[config.mk]
export PLATFORM = sky130hd
export DESIGN_NAME = pipe_stage_skid
export DESIGN_NICKNAME = d
export VERILOG_FILES = /design/src/rtl/pipe_stage_skid.sv
export SDC_FILE = /design/constraint.sdc
export NUM_CORES = 1
export LEC_CHECK = 0
export BUFFER_PORTS_ARGS = -buffer_cell sky130_fd_sc_hd__buf_2
export CAP_MARGIN = 20
export CORE_MARGIN = 10
export CORE_UTILIZATION = 25
export DETAILED_ROUTE_END_ITERATION = 10
export PLACE_DENSITY_LB_ADDON = 0.3
export SETUP_SLACK_MARGIN = 0.4
export SYNTH_ARGS = -nofsm -noshare
export SYNTH_HDL_FRONTEND = slang
export SYNTH_SLANG_ARGS = --single-unit
[constraint.sdc]
create_clock -name clk -period 2.6 [get_ports clk]
set_input_delay 0.78 -clock clk [delete_from_list [all_inputs] [get_ports clk]]
set_output_delay 0.78 -clock clk [all_outputs]
set_load 0.02 [all_outputs]
[src/rtl/pipe_stage_skid.sv]
// pipe_stage_skid: elastic pipeline stage with a 2-entry skid buffer, registered ready and flush.
// Defining PIPE_STAGE_PERF_EN adds a saturating stall_cnt output.
module pipe_stage_skid #(
  parameter int          DATA_W = 32,
  parameter logic [31:0] BUBBLE = 32'h0000_0013
`ifdef PIPE_STAGE_PERF_EN
  , parameter int        CNT_W  = 16
`endif
) (
  input  logic              clk,
  input  logic              rst,
  input  logic              flush,
  input  logic              in_valid,
  output logic              in_ready,
  input  logic [DATA_W-1:0] in_data,
  output logic              out_valid,
  input  logic              out_ready,
  output logic [DATA_W-1:0] out_data
`ifdef PIPE_STAGE_PERF_EN
  , output logic [CNT_W-1:0] stall_cnt
`endif
);
  localparam logic [DATA_W-1:0] BUB = DATA_W'(BUBBLE);
  // bit1 is in_ready and bit0 is out_valid, so both outputs are plain flop bits
  typedef enum logic [1:0] {EMPTY = 2'b10, HALF = 2'b11, FULL = 2'b01} state_e;
  state_e state_q, state_d;
  logic [DATA_W-1:0] main_q, main_d, skid_q, skid_d;
  logic in_fire, out_fire;
  assign in_ready  = state_q[1];
  assign out_valid = state_q[0];
  assign out_data  = main_q;
  assign in_fire   = in_valid & in_ready;
  assign out_fire  = out_valid & out_ready;
  always_ff @(posedge clk or posedge rst)
    if (rst) state_q <= EMPTY;
    else state_q <= state_d;
  always_comb begin
    state_d = flush ? EMPTY :
              (state_q == EMPTY) ? (in_fire ? HALF : EMPTY) :
              (state_q == FULL) ? (out_fire ? HALF : FULL) :
              (in_fire & !out_fire) ? FULL :
              (!in_fire & out_fire) ? EMPTY : HALF;
  end
  always_comb begin
    main_d = flush ? BUB :
             (state_q == FULL) ? (out_fire ? skid_q : main_q) :
             (in_fire & (out_fire | state_q == EMPTY)) ? in_data :
             out_fire ? BUB : main_q;
    skid_d = (state_q == HALF && in_fire && !out_fire) ? in_data : skid_q;
  end
  always_ff @(posedge clk or posedge rst)
    if (rst) begin
      main_q <= BUB;
      skid_q <= '0;
    end else begin
      main_q <= main_d;
      skid_q <= skid_d;
    end
`ifdef PIPE_STAGE_PERF_EN
  logic [CNT_W-1:0] stall_q;
  always_ff @(posedge clk or posedge rst)
    if (rst) stall_q <= '0;
    else if (out_valid && !out_ready && !(&stall_q)) stall_q <= stall_q + 1'b1;
  assign stall_cnt = stall_q;
`endif
endmodule

* After elaboration in Yosys (flattened, before gate mapping) *
Index checks and enable logic that the tools add are counted.

storage, ports and cells
  flip-flop bits (word level) = 66
  output and inout bits = 34

cells by class
  multiplexer cells = 12
  bitwise operators = 6
  reductions and logical operators = 6
  equality and inequality tests = 4

operators by type and width
  operator                                        count
  2-to-1 mux 32 bit                               5
  2-to-1 mux 2 bit                                5
  bitwise AND 1 bit                               5
  == test 2 bit (second input constant)           2
  != test 3 bit (second input constant)           1
  nonzero test 3 bit                              1
  == test 2 x 1 -> 1 bit (second input constant)  1
  logical AND 1 bit                               2
  logical NOT 1 bit                               2
  2-to-1 mux 1 bit                                2
  AND reduction 2 bit                             1
  bitwise OR 1 bit                                1

* Depth between registers and ports, before layout *
Gate-level depths: netlist of the first run.

  depth in word-level cells = 8
  gate-level depth with buffers = 5
  depth with buffers taken out = 3

* Worst setup path after synthesis of the first run *
No wires, ideal clock.

  kind = input to register
  start = input out_ready
  end = register skid_q[19]
  data required time = 2.475 ns
  data arrival time = 1.575 ns
  stages = 4
  setup slack = 0.900 ns
  library setup time = 0.125 ns
  cells stage by stage = and2b_1 -> nand2_2 -> buf_6 -> mux2_2

on the way
  cells in the longest elaborated chain, start to end = 3

RTL lines
  element                 RTL line  source
  start: declaration      17        input logic out_ready,
  bitwise AND 1 bit       33        assign out_fire = out_valid & out_ready;
  logical NOT 1 bit       49        skid_d = (state_q == HALF && in_fire && !out_fire) ? in_data : skid_q;
  logical AND 1 bit       49
  end signal: assignment  57        skid_q <= skid_d;
  end: declaration        27        logic [DATA_W-1:0] main_q, main_d, skid_q, skid_d;

No other way between the ends.
A chain may end at the register's enable or synchronous reset.

* Worst setup path after layout of the first run *
  start = register state_q[1]
  end = output in_ready

RTL lines
  element                   RTL line  source
  start: declaration        26        state_e state_q, state_d;
  start signal: assignment  36        else state_q <= state_d;
  end: declaration          14        output logic in_ready,

No word-level cell between the ends.

==> results of run 1 <==
[worst paths after layout]
path | from | to | slack [ps] | cells past startpoint
setup / recovery | state_q[1] | in_ready | 730 | 1
hold / removal | out_data[7] | out_data[7] | 490 | 1
setup reg to reg | state_q[0] | out_data[10] | 860 | 4
hold reg to reg | out_data[7] | out_data[7] | 490 | 1
max in group asynchronous | rst | skid_q[15] | 1480 | 3
min in group asynchronous | rst | out_data[9] | 500 | 2
[Yosys cell counts]
cell       instances
nor3_4             1
or3_4              1
buf_4              3
dfrtp_1           62
clkbuf_1           2
buf_2              9
mux2_2            30
a32oi_1           29
and3b_4            1
nand2b_1           1
and2b_1            1
or2b_1             1
dfstp_2            4
a21oi_1            1
nand2_2            1
o21bai_2           1
nand2_1            1
or3_1              1
and2_1             2
o2bb2ai_1         29
inv_1              1
mux2_1             2
buf_6              4
nor2b_1            2
o32a_1             3
o22a_1             3
[cells by family (layout without fill, tap and decap cells)]
logic type | Yosys count | count (layout) | share of synthesized area, %
flip-flops | 66 | 66 | 58.7
AND/OR/NAND/NOR | 13 | 13 | 3.63
AO/OA/AOI/OAI | 66 | 66 | 20.6
multiplexers | 32 | 32 | 12.8
buffers and inverters | 19 | 94 | 4.39
[sequential cells by signal, indices dropped and copies added (netlist names)]
name      count
out_data     32
state_q       2
skid_q       32
[final cells by class]
type	count	area, sq um
Multi-Input combinational cell	111	1050
Clock buffer	13	270
Clock inverter	2	35.0
Fill cell	1133	7290
Sequential cell	66	1660
Timing Repair Buffer	78	448
Tap cell	140	175
Inverter	1	7.51
[stage by stage]
stage	instances	cell area, sq um	setup WS, ps	hold slack (ps)
floorplan	196	2830	900	465
global placement	396	3340	595	465
detailed placement	396	3340	568	470
CTS	411	3650	712	487
global route	411	3650	690	497
finish	411	3650	732	485
[layer usage]
metal / vias up / share of wire, %
li1: 928 / -
met1: 1065 / 43
met2: 52 / 50
met3: 8 / 6.3
met4: 0 / 1.3
met5: - / 0
[power groups by stage]
stage	combinational [mW]	clock, mW	sequential, mW
CTS	0.372	1.28	1.25
detailed placement	0.372	0	1.26
finish	0.361	1.24	1.25
global route	0.401	1.33	1.26
floorplan	0.224	0	1.27
global placement	0.362	0	1.26
[cells in the final DEF, fill, tap and decap left out, types with 4 or more instances in the layout]
cell,synthesis,layout
a32oi_1,29,29
buf_2,9,70
buf_4,3,5
clkbuf_16,0,9
dfrtp_1,62,62
dfstp_2,4,4
mux2_2,30,30
o2bb2ai_1,29,29
==> metrics.csv, run 1 <==
metric;value;unit
status;finished, final reports clean;
Int Pwr;2.17;mW
initial core utilization;25.8;%
Iter 0 DRT Violations;67;
synth unique cells;26;
Crit Path Max Fanout;7;
# hold bufs at CTS;0;
gr usage total;10.5;%
Seq pwr share;43.8;%
initial antenna violation count;0;
DRC;0;
Max-cap violations;0;
via count;2053;
GR Util met2;17.3;%
CP startpoint kind;flip-flop;
CTS max path bufs;2;
Arrival @ worst endpoint;1090;ps
largest net degree at the start of global routing;44;
Final GP Congestion;0.718;
Hold Violations, Final;0;
I/O pin count;71;
met1 GRT Util;12.1;%
RSZ-0062 raised after global routing;no;
Die Footprint;15900;sq um
Mean Syn Cell Area;14.4;sq um
Worst slew margin;55.7;%
Clk pwr share;43.5;%
Core Util, Final;33.3;%
Worst Clk Skew;4.34;ps
# rows;38;
register area share after synthesis;58.7;%
Congestion Overflow GR;0;
port bufs;70;
PostCTS Resize Cnt;0;
Mapped Cells;196;
fin. max-slew vios;0;
Synth top area share;54.9;%
combinational power share;12.7;%
CP Cell Sequence;buf_2;
Ys Warns;0;
root buffer cell;clkbuf_16;
drt wl/cell;19.4;um
Sw Ratio;23.8;%
Buf/Inv on CP;1;
Setup TNS;0;ps
Layout area overhead;29.1;%
Peak VDD IR;433;uV
Post-Syn Nets;233;
Tot Pwr;2.85;mW
switching power total;0.679;mW
top cells by area, synth;dfrtp_1 (55%), mux2_2 (12%), a32oi_1 (9.0%);
Worst-path clk slew;50;ps
Nets;304;
Post-DP HPWL;5030;um
Post-CTS Setup Inserts;0;
gr busiest metal;met2;
Slowest cell on crit path;dfstp_2;
CTS Buf Count;9;
HP Class;flip-flop to flip-flop;
mapped cell area;2820;sq um
power per cell area;781;nW/um^2
H-tree depth;3;
core area;10900;sq um
Crit. End Element;primary output;
CP Data Required Time;1820;ps
Final setup violation count;0;
Max stage delay on crit path;580;ps
Top delay family on crit path;flip-flops;
Max Freq;0.535;GHz
post-route clock period utilization;71.8;%
slew at the pin closest to its max-slew limit;661;ps
leakage power;1.61;nW
DR pass1 iterations;4;
vias in the first global route;2272;
post-route antenna net violation count;0;
Skew-Pair Late Insertion Delay;330;ps
layout cells sized above 1;49.1;%
clock sinks;66;
first-pass GRT wire length;13100;um
GRT met3 Usage;4.03;%
n_diodes;0;
cell taking the most area after synthesis;dfrtp_1;
Die Ht;126;um
CTS tree;built;
vias per cell;5.00;
Setup CP Type;flip-flop to primary output;
flops & latches, synth;66;
Die X;126;um
Min Clock Period, post-route;1870;ps
WL final;7990;um
No activity file was read; power rests on OpenSTA's default activity.
==> run 2: changes to the inputs <==
--- a/config.mk
+++ b/config.mk
@@ -5,6 +5,7 @@
 export SDC_FILE = /design/constraint.sdc
 export NUM_CORES = 1
 export LEC_CHECK = 0
+export ABC_AREA = 1
 export BUFFER_PORTS_ARGS = -buffer_cell sky130_fd_sc_hd__buf_2
 export CAP_MARGIN = 20
 export CORE_MARGIN = 10
==> constraint.sdc (replaced) <==
create_clock -name clk -period 1.5 [get_ports clk]
set_input_delay 0.45 -clock clk [delete_from_list [all_inputs] [get_ports clk]]
set_output_delay 0.45 -clock clk [all_outputs]
set_load 0.02 [all_outputs]
==> metrics.csv, run 2 <==
metric;value;unit;change
DRC;0;;unchanged
Worst slew margin;74.8;%;+19 points
Final setup violation count;1;;+1
Worst-path clk slew;50;ps;about the same
first-pass GRT wire length;15500;um;+19%
register area share after synthesis;55.9;%;-2.8 points
slew at the pin closest to its max-slew limit;378;ps;-284 ps
HP Class;input pin to asynchronous set/reset pin;;
Max stage delay on crit path;540;ps;-40 ps
Die X;129;um;+2.1%
Arrival @ worst endpoint;1070;ps;-20 ps
root buffer cell;clkbuf_16;;
Post-synth EDFFs;0;;unchanged
via count;2987;;+45%
# hold bufs at CTS;0;;unchanged
Clk pwr share;35.5;%;-8.0 points
clock sinks;66;;unchanged
leakage power;2.76;nW;+72%
fin. max-slew vios;0;;unchanged
Max-cap violations;0;;unchanged
Die Ht;129;um;+2.1%
initial antenna violation count;0;;unchanged
CTS Buf Count;9;;unchanged
most used cell along the critical path;buf_6;;
Buf/Inv on CP;2;;+1
Crit. End Element;primary output;;
combinational power share;23.5;%;+11 points
Seq pwr share;41.0;%;-2.8 points
Max Freq;0.656;GHz;
list of most frequent post-synthesis cells;nand2_1 (137), dfrtp_1 (62), o21ai_0 (60), inv_1 (41), nand3_1 (36);;
# rows;39;;+2.6%
Setup CP Type;flip-flop to primary output;;
switching power total;1.58;mW;+130%
power per cell area;996;nW/um^2;+27%
Mean Syn Cell Area;8.01;sq um;-44%
Final GP Congestion;0.721;;+0.32%
Post-DP Area;3570;sq um;+6.9%
gr usage total;12.0;%;+1.5 points
I/O pin count;71;;unchanged
pre-CTS setup slack;-212;ps;-780 ps
drt wl/cell;16.1;um;-17%
Slowest cell on crit path;dfstp_2;;
largest net degree at the start of global routing;67;;+52%
Non-Filler Instances;650;;+58%
Core Util, Final;47.8;%;+14 points
Layout area overhead;85.6;%;
Mapped Cells;370;;+89%
Nets;539;;+77%
core area;11500;sq um;+5.3%
worst r2r src;state_q[1];;
Sw Ratio;28.8;%;+5.0 points
mapped cell area;2970;sq um;+5.0%
Synth top area share;52.3;%;-2.6 points
Die Footprint;16600;sq um;+4.2%
CP Cell Sequence;buf_6 > buf_6;;
failing checks;setup timing;;
most numerous cell in the Yosys netlist;nand2_1;;
Ys Warns;0;;unchanged
CP startpoint kind;flip-flop;;
design area;5500;sq um;+51%
CP Data Required Time;1050;ps;-770 ps
top cells by area, synth;dfrtp_1 (52%), nand2_1 (17%), o21ai_0 (10%);;
initial core utilization;25.7;%;-0.074 points
H-tree depth;3;;unchanged
port bufs;70;;unchanged
placed insts;576;;+45%
vias per cell;4.60;;-8.0%
Setup TNS;-24.5;ps;-24.5 ps
vias in the first global route;2944;;+30%
Iter 0 DRT Violations;146;;+120%
Post-DP HPWL;5140;um;+2.2%
Worst Setup SP;state_q[1];;
RSZ-0062 raised after global routing;yes;;
layout cells sized above 1;55.4;%;+6.3 points
status;complete, but fails checks;;
Peak VDD IR;467;uV;+7.8%
post-route clock period utilization;102;%;
Top delay family on crit path;flip-flops;;
most common cell after layout, fill and taps aside;nand2_1;;
WL final;10500;um;+31%
Post-Syn Nets;407;;+75%
Worst Clk Skew;4.13;ps;-0.211 ps
commonest non-fill, non-tap cells in the layout;nand2_1 (83), dfrtp_1 (62), buf_6 (45), inv_1 (39), buf_2 (36);;
post-synthesis async set-or-reset flop share;100;%;unchanged
setup ws final;-24.5;ps;-757 ps
Synth Flop Type;dfrtp_1;;
Skew-Pair Late Insertion Delay;330;ps;about the same
DR pass1 iterations;4;;unchanged
flops & latches, synth;66;;unchanged
synth unique cells;17;;-35%
Min Clock Period, post-route;1520;ps;
Crit Path Max Fanout;2;;-5
Congestion Overflow GR;0;;unchanged
Int Pwr;3.90;mW;+80%
Hold Violations, Final;0;;unchanged
cell taking the most area after synthesis;dfrtp_1;;
CTS tree;built;;
post-route antenna net violation count;0;;unchanged
n_diodes;0;;unchanged
CTS max path bufs;2;;unchanged
run 2: final timing paths:
kind	end	slack (ps)	depth (start not counted)
worst max-delay path	in_ready	-20	2
worst min register to register	skid_q[25]	500	2
worst max register to register	out_data[5]	10	9
max in group asynchronous	out_data[1]	960	3
min in group clk	skid_q[12]	380	3
worst min-delay path	state_q[0]	220	3
run 2: repair_timing:
action | 4_1_cts | 5_1_grt
pin swaps | 28 | 10
resized for setup | 225 | 80
setup endpoints to repair | 98 | 98
gates cloned | 10 | 6
buffers inserted | 29 | 13
run 2: cells by family (layout without fill, tap and decap cells):
family,Yosys count,count (layout),synth area share [%]
buf+inv,63,199,8.69
compound gates,64,65,11.1
simple gates,177,177,24.3
flops,66,66,55.9
run 2: worst min-delay path: cells and delay by family:
family                 cells  cell delay, ps
buffers and inverters      3             490
run 2: metrics by stage:
step,power [mW],hold WS (ps)
2_1_floorplan,2.57,453
3_3_place_gp,2.80,466
3_5_place_dp,2.82,474
4_1_cts,5.23,232
5_1_grt,5.77,250
6_report,5.48,217
run 2: routing by layer:
metal | vias up | part of all wire [%] | GRT usage, %
met1 | 1446 | 43 | 14.8
met5 | - | 0 | 0
li1 | 1451 | - | -
met2 | 73 | 50 | 20.1
met4 | 0 | 1.9 | 4.21
met3 | 17 | 4.1 | 2.75
run 2: power by group through the flow:
stage / Sequential, mW / Combinational (mW) / Clock (mW)
2_1_floorplan: 2.22 / 0.350 / 0
3_3_place_gp: 2.17 / 0.635 / 0
3_5_place_dp: 2.17 / 0.649 / 0
4_1_cts: 2.18 / 1.06 / 2.00
5_1_grt: 2.28 / 1.40 / 2.09
6_report: 2.25 / 1.29 / 1.95
run 2: final cells by class:
class / count / area [sq um]
clock buffers: 13 / 260
multi-input cells: 242 / 1640
well taps: 143 / 179
inverters: 42 / 164
repair buffers: 141 / 1590
flip-flops and latches: 66 / 1660
clock inverters: 3 / 15.0
fillers: 1092 / 6010
==> run 3: changes to the inputs <==
--- a/config.mk
+++ b/config.mk
@@ -6,7 +6,7 @@
 export NUM_CORES = 1
 export LEC_CHECK = 0
 export ABC_AREA = 1
-export BUFFER_PORTS_ARGS = -buffer_cell sky130_fd_sc_hd__buf_2
+export BUFFER_PORTS_ARGS = -buffer_cell sky130_fd_sc_hd__buf_4
 export CAP_MARGIN = 20
 export CORE_MARGIN = 10
 export CORE_UTILIZATION = 25
==> constraint.sdc (replaced) <==
create_clock -name clk -period 1.5 [get_ports clk]
set_input_delay 0.3 -clock clk [delete_from_list [all_inputs] [get_ports clk]]
set_output_delay 0.3 -clock clk [all_outputs]
set_load 0.02 [all_outputs]
==> metrics.csv, run 3 (same netlist as run 2, synthesis figures left out) <==
metric;value;unit;change
initial antenna violation count;0;;unchanged
Max Freq;0.727;GHz;+11%
Final setup violation count;0;;-1
slew at the pin closest to its max-slew limit;361;ps;-16.4 ps
Peak VDD IR;554;uV;+19%
Arrival @ worst endpoint;1590;ps;+520 ps
DRC;0;;unchanged
Worst Clk Skew;7.12;ps;+2.98 ps
Nets;507;;-5.9%
fin. max-slew vios;0;;unchanged
# rows;39;;unchanged
number of fill cells;1168;;+7.0%
drt wl/cell;14.6;um;-9.3%
via count;2752;;-7.9%
register area;1660;sq um;about the same
Max stage delay on crit path;540;ps;about the same
WL final;9030;um;-14%
core area;11500;sq um;unchanged
CP Data Required Time;1720;ps;+670 ps
Crit Path Max Fanout;16;;+14
Die Ht;129;um;unchanged
CTS max path bufs;2;;unchanged
clock sinks;66;;unchanged
n_diodes;0;;unchanged
leakage power;2.43;nW;-12%
vias per cell;4.45;;-3.1%
Setup CP Type;flip-flop to flip-flop;;
switching power total;1.37;mW;-13%
vias in the first global route;2737;;-7.0%
status;finished, final reports clean;;
combinational power share;16.8;%;-6.7 points
Slowest cell on crit path;dfstp_2;;
port bufs;70;;unchanged
Die Footprint;16600;sq um;unchanged
CTS tree;built;;
first-pass GRT wire length;14100;um;-9.3%
# hold bufs at CTS;0;;unchanged
HP Class;input pin to asynchronous set/reset pin;;
Multi-input gate area;1160;sq um;-29%
Seq pwr share;40.5;%;-0.5 points
Hold Violations, Final;0;;unchanged
Post-DP HPWL;5230;um;+1.7%
gr usage total;10.6;%;-1.4 points
power per cell area;1140;nW/um^2;+15%
Sw Ratio;25.7;%;-3.1 points
Skew-Pair Late Insertion Delay;330;ps;about the same
CP startpoint kind;flip-flop;;
setup ws final;124;ps;+148 ps
I/O pin count;71;;unchanged
post-route clock period utilization;91.8;%;-9.9 points
initial core utilization;25.7;%;unchanged
H-tree depth;3;;unchanged
Int Pwr;3.96;mW;+1.6%
Worst-path clk slew;60;ps;about the same
Clk pwr share;42.7;%;+7.2 points
DR pass1 iterations;4;;unchanged
CP Cell Sequence;buf_6 > buf_4 > nor2_4 > clkbuf_16 > nand2_1 > o21ai_0 > nand2_2 > nand2_1;;
Min Clock Period, post-route;1380;ps;-148 ps
RSZ-0062 raised after global routing;yes;;
Final GP Congestion;0.740;;+2.7%
most used cell along the critical path;nand2_1;;
Crit. End Element;flip-flop;;
post-route antenna net violation count;0;;unchanged
Setup TNS;0;ps;+24.5 ps
most common cell after layout, fill and taps aside;nand2_1;;
Congestion Overflow GR;0;;unchanged
Iter 0 DRT Violations;161;;+10%
Max-cap violations;0;;unchanged
pre-CTS setup slack;117;ps;+330 ps
root buffer cell;clkbuf_16;;
commonest non-fill, non-tap cells in the layout;nand2_1 (115), dfrtp_1 (61), buf_4 (60), o21ai_0 (47), inv_1 (39);;
Layout area overhead;57.3;%;
Die X;129;um;unchanged
layout cells sized above 1;34.3;%;-21 points
CTS Buf Count;9;;unchanged
largest net degree at the start of global routing;67;;unchanged
Worst slew margin;75.9;%;+1.1 points
## run 3: area by class of cell
| type | instances | share of cell area (%) |
|---|---|---|
| sequential | 66 | 35.5 |
| timing repair buffer | 110 | 25.2 |
| multi-input combinational | 241 | 24.9 |
| clock buffer | 10 | 5.12 |
| tap | 143 | 3.84 |
| inverter | 42 | 3.46 |
| clock inverter | 6 | 1.93 |
## run 3: worst max-delay path: cells and delay by family (launching register included)
family	cells	cell delay, ps
AOI/OAI and AO/OA	1	90
buffers and inverters	3	400
DFF	1	540
and+or+nand+nor	4	250
## run 3: timing repair
item,CTS,global route
cloned,4,2
buffers inserted,18,6
endpoints found under the setup margin,98,98
pin swaps,0,9
gates resized for setup,45,39
## run 3: per-stage QoR
stage               area [sq um]  hold WS, ps  utilization (%)  total power, mW  instances
global placement            3750          433             32.6             2.88        572
detailed placement          3750          432             32.6             2.90        572
finish                      4660         75.6             40.5             5.34        618
CTS                         4500         81.7             39.0             5.35        610
global route                4660          104             40.5             5.61        618
floorplan                   2990          363                -             2.57        370
## run 3: metal layers
metal | track usage, % | part of all wire [%]
met2 | 17.1 | 48
met3 | 3.74 | 5.1
met1 | 13.0 | 46
met4 | 3.21 | 0.86
met5 | 0 | 0
## run 3: final timing paths
check                            from           end  slack [ps]  cells after the start
max                        state_q[1]  out_data[29]         120                      8
min                               rst     skid_q[0]          80                      3
max reg2reg                state_q[1]  out_data[29]         120                      8
min reg2reg                skid_q[26]    skid_q[26]         480                      2
max in group asynchronous         rst   out_data[0]        1110                      3
min in group clk                flush    state_q[0]         210                      2
## run 3: power groups by stage
stage / clock network (mW) / registers (mW) / logic (mW)
floorplan: 0 / 2.22 / 0.350
CTS: 2.33 / 2.16 / 0.854
finish: 2.28 / 2.16 / 0.897
global placement: 0 / 2.17 / 0.706
global route: 2.42 / 2.19 / 1.01
detailed placement: 0 / 2.18 / 0.719
